--- src/rtl/computation_gate_issue.sv ---
// Operand-issue / result-capture stage for a single gate-function unit, one operation in flight.
// Optional WAIT watchdog enabled by defining GATE_ISSUE_TIMEOUT_EN.
module computation_gate_issue #(
    parameter int unsigned F_NBITS  = 16,
    parameter int unsigned DEPTH    = 4,
    parameter int unsigned CNT_BITS = 16,
    parameter int unsigned TIMEOUT  = 64
) (
    input  logic                clk,
    input  logic                rst,
    input  logic                op_valid,
    output logic                op_ready,
    input  logic [F_NBITS-1:0]  op_in0,
    input  logic [F_NBITS-1:0]  op_in1,
    input  logic                op_sel,
    output logic                gate_en,
    output logic                gate_mux_sel,
    output logic [F_NBITS-1:0]  gate_in0,
    output logic [F_NBITS-1:0]  gate_in1,
    input  logic                gate_ready_pulse,
    input  logic [F_NBITS-1:0]  gate_out,
    output logic                res_valid,
    input  logic                res_ready,
    output logic [F_NBITS-1:0]  res_data,
    output logic                busy,
    output logic [CNT_BITS-1:0] done_count,
    output logic                timeout_err
);

    localparam int unsigned AW = $clog2(DEPTH);
    localparam int unsigned EW = 2 * F_NBITS + 1;

    typedef enum logic [1:0] {StIdle, StIssue, StWait} state_e;

    state_e               state_q, state_d;
    logic [EW-1:0]        mem_q [DEPTH];
    logic [AW-1:0]        wr_ptr_q, wr_ptr_d, rd_ptr_q, rd_ptr_d;
    logic [AW:0]          cnt_q, cnt_d;
    logic                 op_ready_q, op_ready_d;
    logic                 sel_q, sel_d;
    logic [F_NBITS-1:0]   in0_q, in0_d, in1_q, in1_d;
    logic                 res_valid_q, res_valid_d;
    logic [F_NBITS-1:0]   res_data_q, res_data_d;
    logic [CNT_BITS-1:0]  done_q, done_d;
    logic [EW-1:0]        head;
    logic                 push, pop, slot_free, res_hs, capture, tmo_hit;

    assign head      = mem_q[rd_ptr_q];
    assign push      = op_valid && op_ready_q;
    assign slot_free = !res_valid_q || res_ready;
    assign pop       = (state_q == StIdle) && (cnt_q != '0) && slot_free;
    assign res_hs    = res_valid_q && res_ready;
    assign capture   = (state_q == StWait) && gate_ready_pulse;

`ifdef GATE_ISSUE_TIMEOUT_EN
    localparam int unsigned TW = $clog2(TIMEOUT + 1);

    logic [TW-1:0] tmo_q, tmo_d;
    logic          tmo_err_q, tmo_err_d;

    // Pulse arriving in the final cycle wins over the watchdog.
    assign tmo_hit = (state_q == StWait) && !gate_ready_pulse && (tmo_q == TW'(TIMEOUT - 1));

    always_comb begin
        tmo_d     = '0;
        tmo_err_d = tmo_err_q || tmo_hit;
        if ((state_q == StWait) && !gate_ready_pulse && !tmo_hit) begin
            tmo_d = tmo_q + TW'(1);
        end
    end

    always_ff @(posedge clk or posedge rst) begin
        if (rst) begin
            tmo_q     <= '0;
            tmo_err_q <= 1'b0;
        end else begin
            tmo_q     <= tmo_d;
            tmo_err_q <= tmo_err_d;
        end
    end

    assign timeout_err = tmo_err_q;
`else
    assign tmo_hit     = 1'b0;
    assign timeout_err = 1'b0;
`endif

    always_comb begin
        wr_ptr_d = wr_ptr_q;
        rd_ptr_d = rd_ptr_q;
        cnt_d    = cnt_q;
        if (push) begin
            wr_ptr_d = wr_ptr_q + AW'(1);
        end
        if (pop) begin
            rd_ptr_d = rd_ptr_q + AW'(1);
        end
        if (push && !pop) begin
            cnt_d = cnt_q + (AW + 1)'(1);
        end else if (!push && pop) begin
            cnt_d = cnt_q - (AW + 1)'(1);
        end
        // Registered full flag: stays low for the pop cycle, reasserts the cycle after.
        op_ready_d = (cnt_d != (AW + 1)'(DEPTH));
    end

    always_comb begin
        state_d = state_q;
        unique case (state_q)
            StIdle:  if (pop) state_d = StIssue;
            StIssue: state_d = StWait;
            StWait:  if (gate_ready_pulse || tmo_hit) state_d = StIdle;
            default: state_d = StIdle;
        endcase
    end

    always_comb begin
        sel_d       = sel_q;
        in0_d       = in0_q;
        in1_d       = in1_q;
        res_valid_d = res_valid_q;
        res_data_d  = res_data_q;
        done_d      = done_q;
        if (pop) begin
            {sel_d, in0_d, in1_d} = head;
        end
        if (res_hs) begin
            res_valid_d = 1'b0;
            done_d      = done_q + CNT_BITS'(1);
        end
        if (capture) begin
            res_valid_d = 1'b1;
            res_data_d  = gate_out;
        end
    end

    always_ff @(posedge clk) begin
        if (push) begin
            mem_q[wr_ptr_q] <= {op_sel, op_in0, op_in1};
        end
    end

    always_ff @(posedge clk or posedge rst) begin
        if (rst) begin
            state_q     <= StIdle;
            wr_ptr_q    <= '0;
            rd_ptr_q    <= '0;
            cnt_q       <= '0;
            op_ready_q  <= 1'b1;
            sel_q       <= 1'b0;
            in0_q       <= '0;
            in1_q       <= '0;
            res_valid_q <= 1'b0;
            res_data_q  <= '0;
            done_q      <= '0;
        end else begin
            state_q     <= state_d;
            wr_ptr_q    <= wr_ptr_d;
            rd_ptr_q    <= rd_ptr_d;
            cnt_q       <= cnt_d;
            op_ready_q  <= op_ready_d;
            sel_q       <= sel_d;
            in0_q       <= in0_d;
            in1_q       <= in1_d;
            res_valid_q <= res_valid_d;
            res_data_q  <= res_data_d;
            done_q      <= done_d;
        end
    end

    assign op_ready     = op_ready_q;
    assign gate_en      = (state_q == StIssue);
    assign gate_mux_sel = sel_q;
    assign gate_in0     = in0_q;
    assign gate_in1     = in1_q;
    assign res_valid    = res_valid_q;
    assign res_data     = res_data_q;
    assign done_count   = done_q;
    assign busy         = (cnt_q != '0) || (state_q != StIdle) || res_valid_q;

endmodule

--- config.mk ---
export PLATFORM = sky130hd
export DESIGN_NAME = computation_gate_issue
export DESIGN_NICKNAME = d
export VERILOG_FILES = /design/src/rtl/computation_gate_issue.sv
export SDC_FILE = /design/constraint.sdc
export NUM_CORES = 1
export LEC_CHECK = 0
export BUFFER_PORTS_ARGS = -buffer_cell sky130_fd_sc_hd__buf_2
export CORE_MARGIN = 4
export CORE_UTILIZATION = 55
export DETAILED_ROUTE_END_ITERATION = 8
export GPL_TIMING_DRIVEN = 0
export PLACE_DENSITY = 0.78
export SYNTH_ARGS = -nofsm -noshare
export SYNTH_HDL_FRONTEND = slang
export SYNTH_SLANG_ARGS = --single-unit
--- constraint.sdc ---
create_clock -name clk -period 4.85 [get_ports clk]
set_input_delay 0.485 -clock clk [delete_from_list [all_inputs] [get_ports clk]]
set_output_delay 0.485 -clock clk [all_outputs]
set_load 0.05 [all_outputs]
* Yosys cells after proc, flatten, opt, wreduce, memory -nomap -nowiden *
Memory sizes are Yosys's and may differ from the RTL's. A register that Yosys moved wholly into a read port is not among the register bits.
Cells that the tools add are included.
Widths: inputs -> output; s select.

storage, ports and cells
  bits in registers = 43
  logic and storage cells = 46
  input port bits = 54
  memories kept = 1
  RAM bits = 132

operators by class
  reductions and logical operators = 18
  equal/unequal tests = 5
  muxes and demuxes = 9
  add/subtract/negate cells = 5

memory list
  name   depth  bits a word  read ports  clocked after Yosys merged registers in  wr ports  line  RTL
  mem_q  4      33           1           1                                        1         36    logic [EW-1:0] mem_q [DEPTH];

operators with widths
  operator               count
  $add 16x1->16 const B  1
  $logic_and 1x1->1      7
  $mux 3                 2
  $pmux 2 s3             1
  $add 2x1->2 const B    2
  $mux 1                 4
  $mux 2                 2
  $ne 2x2->1 const B     2
  $reduce_bool 2->1      2
  $add 3x1->3 const B    1
  $logic_not 1->1        3
  $logic_or 1x1->1       3
  $ne 3x3->1 const B     1
  $reduce_bool 3->1      1
  $sub 3x1->3 const B    1
  $eq 2x1->1 const B     1
  $eq 2x2->1 const B     1
  $logic_not 2->1        1
  $reduce_and 2->1       1

* Logic depth before layout (Yosys ltp) *
Gate-level depths: netlist of the first run.

  depth after elaboration = 7
  mapped depth = 8
  gate-level depth less buffers = 7

* Least setup slack after synthesis of the first run *
OpenSTA, ideal clock, no wires.

  kind = reg-to-reg
  start point = register op_ready_q (netlist: op_ready)
  end point = memory mem_q[3][0] (netlist name), enable pin
  setup time = 0.393 ns
  arrival time = 1.620 ns
  path slack = 2.837 ns
  stages on the path, launching flop included = 2
  cells stage by stage = dfstp_2 > and3_1

between the ends
  word-level cells in the longest chain between the ends = 3

ends and longest elaborated chain
  what                          line  RTL
  start, declared               39    logic op_ready_q, op_ready_d;
  start signal, assigned        161   op_ready_q <= op_ready_d;
  $logic_and 1x1->1             49    assign push = op_valid && op_ready_q;
  $mux 1                        138   if (push) begin
  $mux 1 (implied by the code)  139   mem_q[wr_ptr_q] <= {op_sel, op_in0, op_in1};
  end, declared                 36

Every way passes these cells.

* Worst setup path after layout of the first run *
  start point = register cnt_q[1]
  end point = output busy

between the ends
  word-level cells in the longest chain between the ends = 3

ends and longest elaborated chain
  what                            line  RTL
  start, declared                 38    logic [AW:0] cnt_q, cnt_d;
  start signal, assigned          160   cnt_q <= cnt_d;
  $reduce_bool 3->1               179   assign busy = (cnt_q != '0) || (state_q != StIdle) || res_valid_q;
  $logic_or 1x1->1 (2 in series)  179
  end, declared                   25    output logic busy,

Every way passes these cells.

==> metrics, run 1 <==
kind of end point of the critical path primary output; Initial Utilization 0.564; post-synth cell types 34; Worst-path clk slew 0.06 ns; worst-path fanout max 4; Synth area leader edfxtp_1; nets@finish 608; DR iter-0 viols 185; Area growth, synth to finish 20.0%; post-synthesis sequential area ratio 0.743; Placed Cells 702; antenna cells 0; Hold Worst Slack 0.214 ns; drt via density 5.37; CTS tree yes; Placed Area 8840 um2; CP Buf/Inv Count 2; Avg Cell Area, Syn 20.0 um2; post-CTS sizing 0; final hold vios 0; commonest non-fill, non-tap cell in the layout edfxtp_1; leakage 3.79 nW; CTS H-Tree Depth 1; TritonCTS Sinks 208; critical path's top delay family flip-flops; die height 128 um; CTS Buf Count 21; final setup violation count 0; fraction of layout cells with a size suffix above 1 0.462; ratio of final minimum period to clock period 0.430; Slowest-stage cell, CP dfrtp_1; Final min period 2.09 ns; Slew @ Worst Pin 0.715 ns; Finished Cell Area 9470 um2; setup TNS 0 ns; Pins Over Slew Limit 0; CTS Hold Bufs 1; synthesized instance count 395; HPWL after DPL 9.29 mm; Routability Congestion 0.707; cell row count 43; via count 3981; critical path data required time 4.37 ns; number of global-route vias before repair 4222; final cell count without fillers 741; RSZ-0062 raised after global routing no; IO Count 124; worst skew pair latency 0.48 ns; Routed WL 14.1 mm; Die X 128 um; Setup WS post-layout 2.76 ns; Area contributors post-synth edfxtp_1 (50%), dfrtp_1 (24%), mux4_2 (8.8%); first-pass GRT wire length 22.4 mm; Setup Fix Bufs, Post-CTS 0; cells along the critical path inv_1 > ha_1 > nand2b_1 > nor2_1 > nand2_1 > buf_2; # port buffers 122; Netlist Area Pre-Place 7890 um2; antenna violations before repair 1; critical path arrival 1.60 ns; Max Cap Viol 0; dpl ws 2.87 ns; Routed Antenna Nets 0; Tot GR Track Use 0.178; synthesis warning total 0; drt drc 0; critical path type register to primary output; FMAX 0.479 GHz; PwrDens 701 nW/um2; Crit path largest cell delay 0.39 ns; Worst slew margin 0.524; Critical Path Source cnt_q[1]; root buffer cell clkbuf_16; DIE AREA 16300 um2; Worst VDD drop 0.000525 V; worst r2r src rd_ptr_q[1]; Synth Register Bits 208; CORE AREA 14000 um2; Detailed Routing Iterations Pass 1 4; clk buf depth 3; Yosys top cell area share 0.502; GRT Residual Overflow 0; worst hold start op_in0[8]; startpoint types register; outcome finished, final reports clean; Syn Nets 457; skew final 0.00992 ns; WL/cell 19.1 um; commonest non-fill, non-tap cells in the layout edfxtp_1 (132), buf_2 (131), dfrtp_1 (75); Min-Delay Path Class input pin to register; largest net degree at the start of global routing 60
## metrics by stage
step / total power, mW / utilization
after floorplan: 4.61 / -
after detailed placement: 5.28 / 0.632
after global placement: 5.15 / 0.624
after CTS: 6.75 / 0.677
after global routing: 7.00 / 0.677
final: 6.64 / 0.677
## cell usage after synthesis (all sizes together)
cell / number
nor2: 3
nor3b: 1
nor2b: 1
nand2b: 3
nand3b: 1
mux4: 33
and2: 2
a21oi: 1
dfstp: 1
inv: 6
o21ai: 2
clkbuf: 2
and3: 7
edfxtp: 132
mux2i: 1
and4: 5
conb: 1
ha: 8
mux2: 49
maj3: 1
buf: 14
or2: 1
xnor2: 17
nand3: 7
dfrtp: 75
xor2: 4
nand2: 16
nand4b: 1
## final cells by class
cell class | count | area, um2
Buffer | 16 | 109
Clock buffer | 31 | 583
Timing Repair Buffer | 128 | 728
Tap cell | 180 | 225
Clock inverter | 7 | 36.3
Inverter | 6 | 25.0
Fill cell | 966 | 4520
Sequential cell | 208 | 5870
Multi-Input combinational cell | 165 | 1900
## power by group
group / total, mW / internal (mW) / switching, mW
clock: 1.44 / 0.833 / 0.608
sequential: 2.60 / 2.40 / 0.194
combinational: 2.60 / 0.961 / 1.64
## cells by family (layout without fill, tap and decap cells)
kind of cell,Yosys count,count (layout),share of synthesized area
simple gates,48,48,0.0341
other cells,1,1,0.000475
xor+xnor,21,21,0.0233
flops,208,208,0.743
buf+inv,22,188,0.0166
fa+ha+maj,9,9,0.0140
mux,83,83,0.166
compound gates,3,3,0.00190
## sequential cells by signal, summed over array words and instances (netlist names)
| signal | flops |
|---|---|
| mem_q | 132 |
| gate_in0 | 16 |
| res_data | 16 |
| rd_ptr_q | 2 |
| gate_mux_sel | 1 |
| done_count | 16 |
| gate_in1 | 16 |
| state_q | 2 |
| res_valid | 1 |
| op_ready | 1 |
| cnt_q | 3 |
| wr_ptr_q | 2 |
## worst paths after layout
kind	end	slack, ns	cells past startpoint
max	busy	2.76	6
min	mem_q[3][24]	0.21	1
max reg2reg	gate_in0[5]	2.97	4
min reg2reg	done_count[15]	0.47	1
max in group asynchronous	op_ready	3.71	4
min in group asynchronous	res_data[12]	0.51	3
## layer usage
metal	routed length, um	global-route usage
met1	5680	0.231
met2	7120	0.306
met3	1070	0.0450
met4	249	0.0406
met5	7	0
Power figures use the tool's default switching activity.
==> inputs of run 2 (changes only) <==
- clock period: 4.85 -> 2.1 ns (I/O delays scaled with it)
==> metrics, run 2 (synthesis gave the netlist of run 1 again) <==
critical path arrival 2.25 ns (+0.65 ns); GRT Residual Overflow 0 (unchanged); Routability Congestion 0.741 (+4.8%); CTS tree yes; Tot GR Track Use 0.189 (+0.0110); final setup violation count 0 (unchanged); Worst-path clk slew 0.06 ns (about the same); drt via density 5.26 (-2.0%); die height 128 um (unchanged); first-pass GRT wire length 24.0 mm (+6.8%); commonest non-fill, non-tap cell in the layout edfxtp_1; HPWL after DPL 9.60 mm (+3.4%); Slew @ Worst Pin 0.663 ns (-0.0516 ns); Area growth, synth to finish 28.0%; outcome finished, final reports clean; R2R depth 7 (+3); Final min period 1.87 ns; PwrDens 1580 nW/um2 (+130%); number of global-route vias before repair 4610 (+9.2%); Routed Antenna Nets 0 (unchanged); Die X 128 um (unchanged); Worst VDD drop 0.00100 V (+91%); CTS H-Tree Depth 1 (unchanged); r2r setup slk 0.23 ns (-2.74 ns); largest net degree at the start of global routing 39 (-35%); kind of end point of the critical path register; commonest non-fill, non-tap cells in the layout edfxtp_1 (132), buf_2 (131), dfrtp_1 (75); nets@finish 659 (+8.4%); antenna cells 0 (unchanged); # port buffers 122 (unchanged); fraction of layout cells with a size suffix above 1 0.433 (-0.0287); Max Cap Viol 0 (unchanged); drt drc 0 (unchanged); clk buf depth 3 (unchanged); Pins Over Slew Limit 0 (unchanged); skew final 0.0215 ns (+0.0116 ns); worst-path fanout max 10 (+6); via count 4169 (+4.7%); worst r2r src cnt_q[1]; Hold Worst Slack 0.0346 ns (-0.179 ns); Setup WS post-layout 0.233 ns (-2.53 ns); Worst slew margin 0.558 (+0.0344); CORE AREA 14000 um2 (unchanged); antenna violations before repair 0 (-1); Routed WL 14.8 mm (+4.5%); critical path data required time 2.48 ns (-1.89 ns); worst hold start res_ready; worst skew pair latency 0.50 ns (+0.02 ns); Setup Fix Bufs, Post-CTS 0 (unchanged); WL/cell 18.6 um (-2.2%); Reg with most FFs mem_q; FMAX 0.536 GHz; RSZ-0062 raised after global routing no; end point of the critical path gate_in0[10]; ratio of final minimum period to clock period 0.889; cell row count 43 (unchanged); TritonCTS Sinks 208 (unchanged); DIE AREA 16300 um2 (unchanged); FF-to-FF End gate_in0[10]; Critical Path Source cnt_q[1]; root buffer cell clkbuf_16; Initial Utilization 0.564 (unchanged); IO Count 124 (unchanged); leakage 4.05 nW (+6.9%); final hold vios 0 (unchanged); DR iter-0 viols 225 (+22%); dpl ws 0.201 ns (-2.67 ns); Detailed Routing Iterations Pass 1 4 (unchanged); number of flip-flops in the largest register 132 (unchanged); critical path type register to register; startpoint types register; CTS Buf Count 22 (+4.8%); Min-Delay Path Class input pin to register
[run 2: cell types whose count changed in the layout (fill, tap and decap cells not counted), moves of 2 or more]
cell           before  now
dlygate4sd3_1       1   50
bufinv_16           0    3
clkbuf_1            9    6
buf_12              4    6
clkinvlp_4          0    2
[run 2: area by class of cell]
class | instances | area, um2
plain buffers | 16 | 109
clock buffers | 30 | 611
clock inverters | 9 | 133
fillers | 850 | 3890
inverters | 6 | 26.3
multi-input cells | 165 | 1900
flip-flops and latches | 208 | 5870
well taps | 180 | 225
repair buffers | 178 | 1230
[run 2: worst min path at each step]
stage / to / slack, ns / cells past startpoint
finish: done_count[2] / 0.03 / 3
global route: done_count[2] / 0.03 / 3
CTS: done_count[2] / 0.02 / 3
detailed placement: gate_in1[5] / 0.24 / 2
global placement: mem_q[0][21] / 0.42 / 1
floorplan: mem_q[0][0] / 0.31 / 0
[run 2: timing repair]
action / in CTS / in global routing
endpoints found under the hold margin: 162 / 0
resized for setup: 0 / 0
hold buffers: 50 / 0
[run 2: critical path, cell delays in order (launching register included)]
cell and delay [ns]:
dfrtp_1 0.41, inv_1 0.09, ha_1 0.15, nand2b_1 0.08, nand3_2 0.11, buf_2 0.25, clkbuf_4 0.29, mux2_2 0.36
[run 2: through the flow]
stage	util	instances	TNS [ns]	instance area [um2]	total power, mW
5_1_grt	0.722	792	0	10100	16.8
2_1_floorplan	-	395	0	7900	10.6
3_5_place_dp	0.633	703	0	8860	12.2
6_report	0.722	792	0	10100	16.0
3_3_place_gp	0.624	697	-53.31	8730	11.9
4_1_cts	0.722	792	0	10100	16.2
[run 2: report_power, final]
part	internal [mW]	total [mW]	switching (mW)
clock	2.41	3.88	1.47
combinational	2.28	6.11	3.83
sequential	5.55	6.01	0.458
total	10.2	16.0	5.75
[run 2: metal layers]
metal  vias up  wire length (um)  share of wire  global-route usage
met3        18               967          0.065              0.0383
met4         0               276          0.019              0.0424
met2       141              7640           0.52               0.342
met5         -                 0              0                   0
met1      2086              5890           0.40               0.236
li1       1924                 -              -                   -
